--- src/rtl/array_loader.sv ---
// Serial-to-parallel batch loader feeding the `array` weight bank, followed by
// REPEATS read-address sweeps over the captured batch.
module array_loader #(
  parameter int unsigned WIDTH   = 16,
  parameter int unsigned DEPTH   = 4,
  parameter int unsigned ADDR_W  = 2,
  parameter int unsigned REPEATS = 2
) (
  input  logic              clk,
  input  logic              rst_n,
  input  logic [WIDTH-1:0]  in_data,
  input  logic              in_valid,
  output logic              in_ready,
  output logic [WIDTH-1:0]  d [0:DEPTH-1],
  output logic [ADDR_W-1:0] address,
  output logic              sweep_valid,
  input  logic              sweep_ready,
  output logic              sweep_last,
  output logic              busy
);

  localparam int unsigned REP_W = $clog2(REPEATS + 1);
  localparam logic [ADDR_W-1:0] LAST_ADDR = ADDR_W'(DEPTH - 1);
  localparam logic [REP_W-1:0]  LAST_REP  = REP_W'(REPEATS - 1);

  typedef enum logic [1:0] {
    FILL   = 2'd0,
    SETTLE = 2'd1,
    SWEEP  = 2'd2
  } state_e;

  state_e             state_q, state_d;
  logic [ADDR_W-1:0]  wr_idx_q, wr_idx_d;
  logic [REP_W-1:0]   rep_cnt_q, rep_cnt_d;
  logic [ADDR_W-1:0]  address_q, address_d;
  logic [WIDTH-1:0]   d_q [0:DEPTH-1];
  logic [WIDTH-1:0]   d_d [0:DEPTH-1];
  logic               in_ready_q, in_ready_d;
  logic               sweep_valid_q, sweep_valid_d;
  logic               sweep_last_q, sweep_last_d;
  logic               busy_q, busy_d;
  logic               accept;
  logic               take;

  // Handshakes use the registered ready/valid flags, so no input reaches an output combinationally.
  assign accept = in_valid && in_ready_q;
  assign take   = sweep_valid_q && sweep_ready;

  always_comb begin
    state_d   = state_q;
    wr_idx_d  = wr_idx_q;
    rep_cnt_d = rep_cnt_q;
    address_d = address_q;
    d_d       = d_q;

    case (state_q)
      FILL: begin
        if (accept) begin
          d_d[wr_idx_q] = in_data;
          if (wr_idx_q == LAST_ADDR) begin
            wr_idx_d = '0;
            state_d  = SETTLE;
          end else begin
            wr_idx_d = wr_idx_q + ADDR_W'(1);
          end
        end
      end
      SETTLE: begin
        state_d   = SWEEP;
        address_d = '0;
        rep_cnt_d = '0;
      end
      SWEEP: begin
        if (take) begin
          if (address_q != LAST_ADDR) begin
            address_d = address_q + ADDR_W'(1);
          end else begin
            address_d = '0;
            rep_cnt_d = rep_cnt_q + REP_W'(1);
            if (rep_cnt_q == LAST_REP) state_d = FILL;
          end
        end
      end
      default: state_d = FILL;
    endcase

    // Output flags are decoded from the next state so they line up with it once registered.
    in_ready_d    = (state_d == FILL);
    sweep_valid_d = (state_d == SWEEP);
    busy_d        = (state_d != FILL);
    sweep_last_d  = (state_d == SWEEP) && (address_d == LAST_ADDR) && (rep_cnt_d == LAST_REP);
  end

  always_ff @(posedge clk) begin
    if (!rst_n) begin
      state_q       <= FILL;
      wr_idx_q      <= '0;
      rep_cnt_q     <= '0;
      address_q     <= '0;
      d_q           <= '{default: '0};
      in_ready_q    <= 1'b0;
      sweep_valid_q <= 1'b0;
      sweep_last_q  <= 1'b0;
      busy_q        <= 1'b0;
    end else begin
      state_q       <= state_d;
      wr_idx_q      <= wr_idx_d;
      rep_cnt_q     <= rep_cnt_d;
      address_q     <= address_d;
      d_q           <= d_d;
      in_ready_q    <= in_ready_d;
      sweep_valid_q <= sweep_valid_d;
      sweep_last_q  <= sweep_last_d;
      busy_q        <= busy_d;
    end
  end

  assign in_ready    = in_ready_q;
  assign d           = d_q;
  assign address     = address_q;
  assign sweep_valid = sweep_valid_q;
  assign sweep_last  = sweep_last_q;
  assign busy        = busy_q;

endmodule

--- config.mk ---
export PLATFORM = sky130hd
export DESIGN_NAME = array_loader
export DESIGN_NICKNAME = d
export VERILOG_FILES = /design/src/rtl/array_loader.sv
export SDC_FILE = /design/constraint.sdc
export NUM_CORES = 1
export LEC_CHECK = 0
export BUFFER_PORTS_ARGS = -buffer_cell sky130_fd_sc_hd__buf_2
export CAP_MARGIN = 20
export CORE_MARGIN = 3
export CORE_UTILIZATION = 39
export DETAILED_ROUTE_END_ITERATION = 16
export GPL_TIMING_DRIVEN = 0
export PLACE_DENSITY = 0.71
export SKIP_LAST_GASP = 1
export SLEW_MARGIN = 0
export SYNTH_ARGS = -nofsm -noshare
export SYNTH_HDL_FRONTEND = slang
export SYNTH_SLANG_ARGS = --single-unit
--- constraint.sdc ---
create_clock -name clk -period 4 [get_ports clk]
set_input_delay 0.4 -clock clk [delete_from_list [all_inputs] [get_ports clk]]
set_output_delay 0.4 -clock clk [all_outputs]
set_load 0.03 [all_outputs]
==> summary.md <==
| Metric | Value |
|---|---|
| TritonCTS Buffers | `9` |
| Fin worst setup slack | `1.91 ns` |
| Worst-Margin Slew | `0.507 ns` |
| CTS max path bufs | `2` |
| Initial core utilization | `approximately 41%` |
| # H-tree levels | `3` |
| IO buf count | `88` |
| Synth-to-Final Area Change | `25.1%` |
| Final wirelength | `8.01 mm` |
| Core Footprint | `0.00745 mm²` |
| Dpl ws | `1.93 ns` |
| Clock slew at reported path FFs | `0.08 ns` |
| Cts repair resizes | `0` |
| Placed cell count | `548` |
| Max-Cap Viols | `0` |
| Hold EP | `d[43]` |
| Share of cells above drive strength 1 | `25.8%` |
| CTS tree | `built` |
| Non-filler cells in the finished layout | `564` |
| GRT overflow | `0` |
| Clock sinks | `76` |
| Lkg Pwr | `0.00165 µW` |
| Primary FF master, synth | `dfxtp_1` |
| Fmax | `477 MHz` |
| Ys async rst share | `0%` |
| I/O pin count | `90` |
| Cell area power density | `392 mW/mm²` |
| Post-Synthesis Cells | `361` |
| Initial antenna violation count | `0` |
| DRT Pass-1 Iters | `4` |
| Synth unique cells | `39` |
| Setup CP Type | `register to register` |
| Min Tclk post-route | `2.09 ns` |
| Max transition margin | `65.9%` |
| Worst path required time | `roughly 4.3 ns` |
| Vias in the first global route | `approximately 2600` |
| Worst R2R Path Depth | `8` |
| Register bit count reported by yosys | `between 70 and 80` |
| Gr usage total | `18.6%` |
| WP data arrival | `2.36 ns` |
| Hold Path Origin | `in_data[11]` |
| Largest net degree at the start of global routing | `14` |
| Setup Skew | `roughly 0.011 ns` |
| Number of synthesis warnings | `0` |
| Period utilisation layout | `a little over half` |
| Cell Area, Synth | `around 0.003 mm²` |
| NumNets Final | `a little under 500` |
| Die Ht | `about 95 µm` |
| RD Place Congestion | `0.863` |
| Worst Setup End Kind | `register` |
| RSZ-0062 raised after global routing | `false` |
| Reg2reg setup slack | `1.91 ns` |
| ANT cells | `0` |
| Syn nets | `391` |
| Hold Crit Class | `primary input to register` |
| Die area | `0.00901 mm²` |
| Root buf cell | `clkbuf_8` |
| Post-synthesis average cell area | `~8.5 µm²` |
| Crit start category | `register` |
| Hold path depth | `3` |
| Reg2reg end | `d[42]` |
| Final number of setup-violating endpoints | `0` |
| Detail Placement HPWL | `between 6 and 7 mm` |
| Worst-Skew Late Latency | `~0.34 ns` |
| WL/cell | `14.2 µm` |
| Row cnt | `31` |
| Fin. Hold Viols | `0` |
| CTS Hold Bufs | `0` |
| Status | `completed` |
| CP Max Fanout | `10` |
| VDD IR max | `~170 µV` |
| Final ANT Viol Nets | `0` |
| Die width | `94.9 µm` |
| Final setup TNS | `0 ns` |
| Total number of vias | `2727` |
| # Post-CTS Setup Buffers | `0` |
| First-pass GRT wire length | `12.8 mm` |
| Starting DRT DRC Count | `108` |
| Register area share after synthesis | `between 40% and 50%` |
| Via/cell ratio | `4.84` |
| Reg2reg start | `state_q[0]` |
| # DRC | `0` |
| Slew Viols, Final | `0` |
| EDFF count, synth | `0` |
-- logic make-up after synthesis --
kind of cell | Yosys count | synth area share (%)
compound gates | 81 | 19.6
fa+ha+maj | 10 | 4.06
buf+inv | 30 | 4.62
flops | 76 | 49.3
simple gates | 164 | 22.4
-- power by group --
group	switching, µW	internal [µW]	leakage, µW	total, µW
sequential	8.23	770	0.000615	779
clock	291	324	0.000102	614
combinational	79.0	40.1	0.000933	119
-- registers in the layout (all words and copies together) (netlist names) --
register     flops
d               64
sweep_last       1
address          2
state_q          2
in_ready         1
sweep_valid      1
busy             1
wr_idx_q         2
rep_cnt_q        2
-- cells in the final DEF (no fill, tap or decap), drive strengths merged --
cell | netlist | layout
bufinv | 0 | 1
or4 | 1 | 1
ha | 10 | 10
a21oi | 3 | 3
o211a | 1 | 1
a21o | 1 | 1
nand3 | 2 | 2
clkbuf | 14 | 25
and3 | 3 | 3
a41oi | 1 | 1
o31a | 1 | 1
nor2b | 4 | 4
and4 | 1 | 1
nor4 | 1 | 1
clkinvlp | 0 | 2
and2 | 6 | 6
or3 | 1 | 1
nand2 | 134 | 134
a311oi | 1 | 1
o21ai | 2 | 2
nor3b | 1 | 1
dfxtp | 76 | 76
clkinv | 0 | 1
o31ai | 1 | 1
a31oi | 2 | 2
buf | 6 | 94
dlymetal6s2s | 1 | 1
nor2 | 4 | 4
inv | 9 | 10
nand4 | 2 | 2
and2b | 1 | 1
nor3 | 1 | 1
and3b | 1 | 1
a222oi | 1 | 1
a21boi | 67 | 67
or2 | 1 | 1
-- metrics by stage --
stage | util, % | area, µm² | hold slack, ns | power (µW)
detailed placement | 49.0 | 3650 | 0.457 | 917
finish | 51.8 | 3860 | 0.338 | 1510
floorplan | - | 3080 | 0.515 | 868
CTS | 51.8 | 3860 | 0.332 | 1520
global placement | 49.0 | 3650 | 0.447 | 914
global route | 51.8 | 3860 | 0.337 | 1570
-- per-layer routing --
metal | wire [µm] | part of all wire [%] | track usage (%) | vias to the layer above
met5 | 0 | 0 | 0 | -
met4 | 87 | 1.1 | 5.65 | 0
met2 | 3880 | 48 | 31.9 | 81
li1 | - | - | - | 1385
met1 | 3550 | 44 | 22.7 | 1255
met3 | 494 | 6.2 | 4.78 | 6
-- Yosys cell counts (all sizes together) (2+ instances only) --
cell type,count,share of area [%]
ha,10,4.1
a31oi,2,0.41
and2,6,1.2
nand2,134,16
inv,9,1.1
nor2,4,0.49
clkbuf,14,1.9
nand3,2,0.32
o21ai,2,0.32
dfxtp,76,49
and3,3,0.65
a21boi,67,16
buf,6,1.3
nor2b,4,0.81
a21oi,3,0.49
nand4,2,0.41
-- critical path, stage by stage, from the launching register on --
cell,delay (ns)
dfxtp_1,0.40
inv_1,0.12
ha_1,0.26
and3_1,0.22
buf_6,0.14
nand2_1,0.21
clkbuf_1,0.39
nand2_1,0.10
a21boi_0,0.19
-- area by class of cell --
cell class	instances	area, µm²
clock inverters	5	58.8
inverters	9	33.8
multi-input cells	255	1420
well taps	99	124
repair buffers	88	440
plain buffers	21	109
fillers	747	3590
clock buffers	11	151
flip-flops and latches	76	1520
-- how the worst max path moves through the flow --
stage	from	to	slack, ns
2_1_floorplan	state_q[1]	sweep_last	2.25
3_3_place_gp	state_q[0]	d[39]	2.00
3_5_place_dp	state_q[1]	d[42]	1.93
4_1_cts	state_q[0]	d[42]	1.90
5_1_grt	state_q[0]	d[42]	1.69
6_report	state_q[0]	d[42]	1.91
(Power assumes the default switching activity.)
